==> src/rtl/cordic_pkg.sv <==
// Shared types and constants for the CORDIC request scheduler.
package cordic_pkg;
   localparam int NREQ       = 4;
   localparam int ANGLE_W    = 32;
   localparam int PIPE_DEPTH = 16;
   localparam int ID_W       = $clog2(NREQ);

   localparam logic [ANGLE_W-1:0] ANG_P90 = 32'h4000_0000;
   localparam logic [ANGLE_W-1:0] ANG_N90 = 32'hC000_0000;

   typedef struct packed {
      logic            valid;
      logic [ID_W-1:0] id;
   } tag_t;
endpackage

==> src/rtl/cordic_sched_fifo.sv <==
// Synchronous FIFO whose head entry sits in its own register, so pushes
// become visible one cycle later and the outputs reset to zero.
module cordic_sched_fifo #(
   parameter int DEPTH  = 32,
   parameter int DATA_W = 34
) (
   input  logic                       clk,
   input  logic                       reset,
   input  logic                       push,
   input  logic [DATA_W-1:0]          wdata,
   input  logic                       pop,
   output logic [DATA_W-1:0]          rdata,
   output logic                       empty,
   output logic                       full,
   output logic [$clog2(DEPTH+1)-1:0] count
);
   localparam int AW = (DEPTH > 1) ? $clog2(DEPTH) : 1;
   localparam int CW = $clog2(DEPTH + 1);

   logic [DATA_W-1:0] mem_q [DEPTH];
   logic [AW-1:0]     wr_ptr_q, wr_ptr_d, rd_ptr_q, rd_ptr_d;
   logic [CW-1:0]     count_q, count_d, remain_s;
   logic [DATA_W-1:0] head_q, head_d;
   logic              do_push_s, do_pop_s;

   function automatic logic [AW-1:0] ptr_inc(input logic [AW-1:0] p);
      if (p == AW'(DEPTH - 1)) begin
         return '0;
      end else begin
         return p + AW'(1);
      end
   endfunction

   // Next-state: pointers, occupancy and the value the head register must hold.
   always_comb begin
      do_pop_s  = pop && (count_q != '0);
      do_push_s = push && ((count_q != CW'(DEPTH)) || do_pop_s);
      wr_ptr_d  = do_push_s ? ptr_inc(wr_ptr_q) : wr_ptr_q;
      rd_ptr_d  = do_pop_s  ? ptr_inc(rd_ptr_q) : rd_ptr_q;
      remain_s  = count_q - CW'(do_pop_s);
      count_d   = remain_s + CW'(do_push_s);
      if (count_d == '0) begin
         head_d = '0;
      end else if (remain_s == '0) begin
         head_d = wdata;
      end else begin
         head_d = mem_q[rd_ptr_d];
      end
   end

   // Storage array write port.
   always_ff @(posedge clk) begin
      if (do_push_s) begin
         mem_q[wr_ptr_q] <= wdata;
      end
   end

   // Pointer, count and head registers.
   always_ff @(posedge clk or negedge reset) begin
      if (!reset) begin
         wr_ptr_q <= '0;
         rd_ptr_q <= '0;
         count_q  <= '0;
         head_q   <= '0;
      end else begin
         wr_ptr_q <= wr_ptr_d;
         rd_ptr_q <= rd_ptr_d;
         count_q  <= count_d;
         head_q   <= head_d;
      end
   end

   assign rdata = head_q;
   assign empty = (count_q == '0);
   assign full  = (count_q == CW'(DEPTH));
   assign count = count_q;
endmodule

==> src/rtl/cordic_req_scheduler.sv <==
// Round-robin scheduler feeding a shared pipelined CORDIC; tags each slot and
// collects results into a credit-protected response FIFO.
module cordic_req_scheduler
   import cordic_pkg::*;
#(
   parameter int FIFO_DEPTH = 32
) (
   input  logic                    clk,
   input  logic                    reset,
   input  logic [NREQ-1:0]         req_valid,
   input  logic [NREQ*ANGLE_W-1:0] req_angle,
   output logic [NREQ-1:0]         req_ready,
   output logic [ANGLE_W-1:0]      cordic_g,
   input  logic [ANGLE_W-1:0]      cordic_z,
   output logic                    rsp_valid,
   input  logic                    rsp_ready,
   output logic [ID_W-1:0]         rsp_id,
   output logic [ANGLE_W-1:0]      rsp_data
);
   localparam int CNT_W  = $clog2(FIFO_DEPTH + 1);
   localparam int DATA_W = ID_W + ANGLE_W;

   logic [ID_W-1:0]    ptr_q, ptr_d;
   logic [CNT_W-1:0]   cnt_q, cnt_d;
   logic [ANGLE_W-1:0] cordic_g_q, cordic_g_d;
   tag_t               tag_in_q, tag_in_d;
   tag_t               tag_q [PIPE_DEPTH];
   logic               gnt_found_s, issue_s, pop_s;
   logic [ID_W-1:0]    gnt_id_s;
   logic [NREQ-1:0]    req_ready_s;
   logic [DATA_W-1:0]  fifo_rdata_s;
   logic               fifo_empty_s, fifo_full_s;
   logic [CNT_W-1:0]   fifo_count_s;
   logic [CNT_W:0]     fifo_unused_s;

   // Round-robin search from ptr; blocked while reset or out of credit.
   always_comb begin
      logic [ID_W-1:0] idx;
      gnt_found_s = 1'b0;
      gnt_id_s    = '0;
      idx         = '0;
      for (int k = 0; k < NREQ; k++) begin
         idx = ID_W'((int'(ptr_q) + k) % NREQ);
         if (!gnt_found_s && req_valid[idx]) begin
            gnt_found_s = 1'b1;
            gnt_id_s    = idx;
         end else begin
            gnt_found_s = gnt_found_s;
         end
      end
      issue_s     = reset && (cnt_q < CNT_W'(FIFO_DEPTH)) && gnt_found_s;
      req_ready_s = '0;
      if (issue_s) begin
         req_ready_s[gnt_id_s] = 1'b1;
      end else begin
         req_ready_s = '0;
      end
   end

   // Issue path, pointer advance and credit accounting.
   always_comb begin
      ptr_d      = ptr_q;
      cordic_g_d = '0;
      tag_in_d   = '0;
      if (issue_s) begin
         ptr_d          = (gnt_id_s == ID_W'(NREQ - 1)) ? '0 : gnt_id_s + ID_W'(1);
         cordic_g_d     = req_angle[gnt_id_s*ANGLE_W +: ANGLE_W];
         tag_in_d.valid = 1'b1;
         tag_in_d.id    = gnt_id_s;
      end else begin
         ptr_d = ptr_q;
      end
      case ({issue_s, pop_s})
         2'b10:   cnt_d = cnt_q + CNT_W'(1);
         2'b01:   cnt_d = cnt_q - CNT_W'(1);
         default: cnt_d = cnt_q;
      endcase
   end

   // tag_in_q travels with cordic_g; tag_q[PIPE_DEPTH-1] lines up with cordic_z.
   always_ff @(posedge clk or negedge reset) begin
      if (!reset) begin
         ptr_q      <= '0;
         cnt_q      <= '0;
         cordic_g_q <= '0;
         tag_in_q   <= '0;
         for (int i = 0; i < PIPE_DEPTH; i++) begin
            tag_q[i] <= '0;
         end
      end else begin
         ptr_q      <= ptr_d;
         cnt_q      <= cnt_d;
         cordic_g_q <= cordic_g_d;
         tag_in_q   <= tag_in_d;
         tag_q[0]   <= tag_in_q;
         for (int i = 1; i < PIPE_DEPTH; i++) begin
            tag_q[i] <= tag_q[i-1];
         end
      end
   end

   cordic_sched_fifo #(
      .DEPTH  (FIFO_DEPTH),
      .DATA_W (DATA_W)
   ) u_fifo (
      .clk   (clk),
      .reset (reset),
      .push  (tag_q[PIPE_DEPTH-1].valid),
      .wdata ({tag_q[PIPE_DEPTH-1].id, cordic_z}),
      .pop   (pop_s),
      .rdata (fifo_rdata_s),
      .empty (fifo_empty_s),
      .full  (fifo_full_s),
      .count (fifo_count_s)
   );

   assign fifo_unused_s = {fifo_full_s, fifo_count_s};
   assign pop_s         = rsp_valid && rsp_ready;
   assign req_ready     = req_ready_s;
   assign cordic_g      = cordic_g_q;
   assign rsp_valid     = !fifo_empty_s;
   assign rsp_id        = fifo_rdata_s[ANGLE_W +: ID_W];
   assign rsp_data      = fifo_rdata_s[ANGLE_W-1:0];
endmodule

==> config.mk <==
export PLATFORM = sky130hd
export DESIGN_NAME = cordic_req_scheduler
export DESIGN_NICKNAME = d
export VERILOG_FILES = /design/src/rtl/cordic_pkg.sv /design/src/rtl/cordic_sched_fifo.sv /design/src/rtl/cordic_req_scheduler.sv
export SDC_FILE = /design/constraint.sdc
export NUM_CORES = 1
export LEC_CHECK = 0
export CAP_MARGIN = 20
export CORE_ASPECT_RATIO = 0.9
export CORE_UTILIZATION = 53
export DETAILED_ROUTE_END_ITERATION = 10
export GPL_TIMING_DRIVEN = 1
export PLACE_DENSITY = 0.72
export REMOVE_ABC_BUFFERS = 1
export SKIP_CTS_REPAIR_TIMING = 1
export SYNTH_ARGS = -nofsm -noshare
export SYNTH_HDL_FRONTEND = slang
export SYNTH_SLANG_ARGS = --single-unit
==> constraint.sdc <==
create_clock -name clk -period 4 [get_ports clk]
set_clock_uncertainty 0.05 [all_clocks]
set_input_delay 0.8 -clock clk [delete_from_list [all_inputs] [get_ports clk]]
set_output_delay 0.8 -clock clk [all_outputs]
set_load 0.01 [all_outputs]
==> results of run 1 <==
==> metrics by stage <==
step	instances	hold WS [ns]	TNS, ns
finish	5324	0.199	0
global route	5324	0.288	0
CTS	5321	0.251	0
detailed placement	5104	0.285	0
global placement	5104	0.281	0
floorplan	3497	0.281	-1130.83
==> metal layers <==
metal | up-vias | share of wire (%) | track usage (%)
met5 | - | 0.024 | 0
met4 | 4 | 3.4 | 9.59
met3 | 272 | 8.7 | 4.96
met2 | 1540 | 48 | 43.8
met1 | 15645 | 40 | 38.6
li1 | 14019 | - | -
==> worst register-to-register path: cells and delay by family (launching register included) <==
kind,cells,cell delay [ns]
flip-flops,1,0.41
buffers and inverters,2,0.30
AO/OA/AOI/OAI,3,0.47
adder cells (fa/ha/maj),2,0.42
AND/OR/NAND/NOR,4,1.48
XOR/XNOR,1,0.25
==> synth_stat cells (all sizes together), types with 4 or more instances <==
cell type / n / area share, %
nor3: 5 / 0.052
clkbuf: 95 / 0.74
edfxtp: 1088 / 67
nand2: 1091 / 8.5
nand4: 35 / 0.45
mux2i: 16 / 0.33
mux4: 32 / 1.5
a21oi: 16 / 0.17
xor2: 10 / 0.18
a31oi: 68 / 0.88
nand3b: 4 / 0.062
inv: 23 / 0.18
nor2: 64 / 0.51
dfrtp: 141 / 7.3
ha: 20 / 0.52
and4: 33 / 0.60
and3: 35 / 0.45
and2: 37 / 0.48
nand3: 691 / 7.1
o21ai: 43 / 0.47
buf: 128 / 1.3
==> report_power, final <==
part	switching [W]	total (W)	internal (W)	leakage (nW)
Combinational	0.0103	0.0157	0.00546	6.73
Sequential	0.000479	0.0154	0.0149	11.6
Clock	0.00465	0.0106	0.00597	1.79
Total	0.0154	0.0417	0.0263	20.1
==> sequential cells by signal (all words and copies together), names as in the netlist <==
register / cells
u_fifo.rd_ptr_q: 5
tag_in_q: 3
u_fifo.rdata: 34
u_fifo.wr_ptr_q: 5
cordic_g: 32
u_fifo.mem_q: 1088
ptr_q: 2
u_fifo.count: 6
cnt_q: 6
tag_q: 48
==> path summary, 6_finish.rpt <==
check / start / end / slack, ns / cells past startpoint
worst max-delay path: req_valid[1] / req_ready[2] / 0.35 / 9
worst min-delay path: reset / tag_q[45] / 0.20 / 2
worst max register to register: u_fifo.count[1] / u_fifo.rdata[9] / 0.45 / 12
worst min register to register: tag_q[29] / tag_q[26] / 0.28 / 0
max in group asynchronous: reset / tag_q[41] / 3.05 / 2
min in group clk: tag_q[29] / tag_q[26] / 0.28 / 0
==> logic make-up (layout without fill, tap and decap cells) <==
kind of cell | count (synthesis) | in the layout | share of synthesized area, %
buf+inv | 248 | 633 | 2.26
simple gates | 2009 | 2009 | 18.4
mux | 48 | 48 | 1.82
compound gates | 152 | 152 | 1.97
xor+xnor | 13 | 13 | 0.235
flops | 1229 | 1229 | 74.7
fa+ha+maj | 21 | 21 | 0.558
==> area by class of cell <==
type	count	area, um^2	area share, %
clock inverters	55	470	0.821
inverters	25	109	0.190
repair buffers	391	4320	7.54
multi-input cells	2243	11500	20.0
clock buffers	162	3200	5.58
well taps	1219	1530	2.66
flip-flops and latches	1229	36200	63.2
==> flow_summary.json, run 1 <==
{
  "routabilityCongestion": 0.795,
  "ios": 238,
  "cap_violations": 0,
  "final_hold_viol_count": 0,
  "cts_buffers": 115,
  "vdd_drop_max_mv": 0.748,
  "period_share_pct": 91.1,
  "synth_area_um2": 48400,
  "tightestPinTransition_ns": 1.11,
  "async_flop_share_pct": 11.5,
  "dieArea_um2": 92600,
  "detail-route-antenna-nets": 0,
  "crit_family": "buffers and inverters",
  "final_nets": 4193,
  "grt_pass1_vias": 30206,
  "drt_iter0_drc": 4030,
  "htreeDepth": 3,
  "grt_max_degree": 142,
  "die_x_um": 321,
  "yosysSeqAreaShare_pct": 74.7,
  "path_cells": "clkdlybuf4s50_1, inv_1, a21oi_1, nor2_1, a211oi_4, inv_1, ha_1, and2_1, clkdlybuf4s50_1",
  "clockBufferDepth": 3,
  "n_antenna_cell": 0,
  "maxSlewViolCount": 0,
  "cp.arrival_ns": 2.80,
  "power.density_nw_per_um2": 728,
  "ys_ff_latch": 1229,
  "outcome": "finished clean",
  "routed_wirelength_mm": 128,
  "clk_pin_slew_ns": 0.06,
  "cts_sinks": 1229,
  "wl_per_cell_um": 24.0,
  "area_delta_synth_final_pct": 18.3,
  "fin_util_pct": 63.7,
  "chipHeight_um": 289,
  "grt_usage_pct": 27.5,
  "cts-root-buf": "clkbuf_16",
  "dp_slack_ns": 0.159,
  "synth_edf_count": 1088,
  "final_common_cell": "nand2_1",
  "grt_pass1_wl_mm": 189,
  "start_util_pct": 53.9,
  "coreArea_um2": 89900,
  "final_cell_area_um2": 57300,
  "ys_types": 58,
  "place_area_um2": 53600,
  "critPathKind": "in2out",
  "worst_setup_path_end_kind": "primary output",
  "portBuffers": 237,
  "yosysWarnings": 0,
  "timing.fmax_mhz": 274,
  "crit_buf_inv": 4,
  "postSynthCellCount": 3720,
  "dp_hpwl_mm": 70.4,
  "cts_tree": "done",
  "overflow": 0,
  "setup_viol": 0,
  "synth.avg_cell_area_um2": 13.0,
  "viasPerCell": 5.91,
  "filler_cell_count": 6469,
  "final_cell_mix": "nand2_1, edfxtp_1, nand3_1, clkdlybuf4s50_1, dfrtp_1",
  "ys.flop_type": "edfxtp_1",
  "min_period_ns": 3.65,
  "slowest_delay_ns": 0.52,
  "drive_above_1_share_pct": 9.99,
  "route.detailed.drc": 0,
  "crit_fanout": 4,
  "drt_first_pass_iters": 6,
  "p_leak_nw": 20.1,
  "max-slew-margin-rel_pct": 25.8,
  "worstSkewPairLatency_ns": 0.70,
  "cp_slowest_cell": "clkdlybuf4s50_1",
  "worstPathRequired_ns": 3.15,
  "cp-start-kind": "primary input",
  "rsz0062_at_grt": "false",
  "p_total_w": 0.0417,
  "vias": 31480,
  "hold_path.class": "in2async",
  "floorplan.rows": 104,
  "antenna_found_initial": 2,
  "layout_setup_ws_ns": 0.354
}
Power figures use the tool's default switching activity.
==> inputs of run 2 (changes only) <==
CORE_UTILIZATION = 38   (was 53)
GPL_TIMING_DRIVEN = unset   (was 1)
PLACE_DENSITY = unset   (was 0.72)
==> flow_summary.json, run 2 (synthesis gave the netlist of run 1 again) <==
{
  "outcome": "finished clean",
  "critPathKind": "in2out",
  "cp.arrival_ns": 2.86,
  "cts-root-buf": "clkbuf_16",
  "hold_path.class": "in2async",
  "final_nets": 4206,
  "crit_buf_inv": 4,
  "portBuffers": 237,
  "slowest_delay_ns": 0.53,
  "layout_setup_ws_ns": 0.287,
  "clockBufferDepth": 3,
  "power_frac_comb_pct": 36.9,
  "chipHeight_um": 341,
  "worst_setup_path_end_kind": "primary output",
  "area_delta_synth_final_pct": 20.4,
  "worstSkewPairLatency_ns": 0.76,
  "netSwitchingPower_w": 0.0160,
  "route.detailed.drc": 0,
  "maxSlewViolCount": 0,
  "routed_wirelength_mm": 135,
  "path_cells": "clkdlybuf4s50_1, inv_1, a21oi_1, nor2_1, a211oi_4, inv_1, ha_1, and2_1, clkdlybuf4s50_1",
  "timing.fmax_mhz": 269,
  "detail-route-antenna-nets": 0,
  "clk_pin_slew_ns": 0.06,
  "routabilityCongestion": 0.802,
  "start_util_pct": 38.5,
  "cap_violations": 0,
  "hold_slack_ns": 0.163,
  "ios": 238,
  "power.density_nw_per_um2": 736,
  "wl_per_cell_um": 23.3,
  "pwr-share-clk_pct": 27.2,
  "drt_iter0_drc": 3072,
  "dieArea_um2": 129000,
  "cp-start-kind": "primary input",
  "antenna_found_initial": 1,
  "cts_tree": "done",
  "cts_buffers": 130,
  "cts_sinks": 1229,
  "seqCellArea_um2": 36200,
  "setup_viol": 0,
  "regMostFlops": "u_fifo.mem_q",
  "worstPathRequired_ns": 3.15,
  "crit_fanout": 5,
  "final_common_cell": "nand2_1",
  "filler_cell_count": 11000,
  "drt_first_pass_iters": 7,
  "period_share_pct": 92.8,
  "cp_slowest_cell": "clkdlybuf4s50_1",
  "grt_pass1_vias": 30184,
  "power_frac_seq_pct": 35.9,
  "floorplan.rows": 123,
  "p_leak_nw": 20.3,
  "multi_input_area_um2": 11500,
  "min_period_ns": 3.71,
  "place_area_um2": 53900,
  "p_int_w": 0.0270,
  "grt_max_degree": 155,
  "final_cell_mix": "nand2_1, edfxtp_1, nand3_1, clkdlybuf4s50_1, dfrtp_1",
  "htreeDepth": 4,
  "p_sw_share_pct": 37.2,
  "final_hold_viol_count": 0,
  "largest_reg_flops": 1088,
  "grt_pass1_wl_mm": 201,
  "rsz0062_at_grt": "false",
  "dp_hpwl_mm": 74.3,
  "coreArea_um2": 126000,
  "dp_slack_ns": -0.00258,
  "vdd_drop_max_mv": 0.717,
  "fin_util_pct": 46.4,
  "vias": 31027,
  "die_x_um": 378,
  "viasPerCell": 5.34,
  "final_cell_area_um2": 58300,
  "crit_family": "buffers and inverters",
  "p_total_w": 0.0430,
  "tightestPinTransition_ns": 1.07,
  "overflow": 0,
  "grt_usage_pct": 21.0,
  "max-slew-margin-rel_pct": 28.6,
  "drive_above_1_share_pct": 10.5
}
## run 2: cell count changes in the layout (fill, tap and decap cells not counted), sizes merged
cell / change
buf: -1
clkinvlp: +2
bufinv: +1
clkinv: +15
diode: +2
clkbuf: -2
## run 2: power groups by stage
stage / logic, W / registers, W / clock network (W)
after CTS: 0.0159 / 0.0155 / 0.0119
after global routing: 0.0174 / 0.0155 / 0.0124
after detailed placement: 0.0158 / 0.0157 / 0
after global placement: 0.0157 / 0.0157 / 0
after floorplan: 0.00510 / 0.0155 / 0
final: 0.0158 / 0.0154 / 0.0117
## run 2: path summary, 6_finish.rpt
check / from / end / slack [ns] / depth (start not counted)
worst max-delay path: req_valid[1] / req_ready[2] / 0.29 / 9
worst min-delay path: reset / cnt_q[1] / 0.16 / 2
worst max register to register: u_fifo.count[1] / u_fifo.rdata[2] / 0.29 / 12
worst min register to register: tag_q[26] / tag_q[23] / 0.29 / 0
max in group asynchronous: reset / u_fifo.rdata[18] / 3.07 / 2
min in group clk: tag_q[26] / tag_q[23] / 0.29 / 0
## run 2: layout make-up
type	count	area share [%]
multi-input cells	2243	19.7
flip-flops and latches	1229	62.1
inverters	25	0.189
diodes	2	0.00858
clock buffers	161	5.99
clock inverters	73	1.08
repair buffers	389	7.34
well taps	1687	3.62
## run 2: metal layers
metal	track usage, %	part of all wire (%)	vias to the layer above
met5	0	0	-
met4	6.57	2.3	0
met3	3.07	7.0	198
met2	32.5	47	1153
met1	30.5	44	15601
li1	-	-	14075
## run 2: through the flow
step | TNS [ns] | cells
floorplan | -1130.83 | 3497
global placement | 0 | 5560
detailed placement | -0.00258 | 5561
CTS | 0 | 5795
global route | 0 | 5807
finish | 0 | 5809
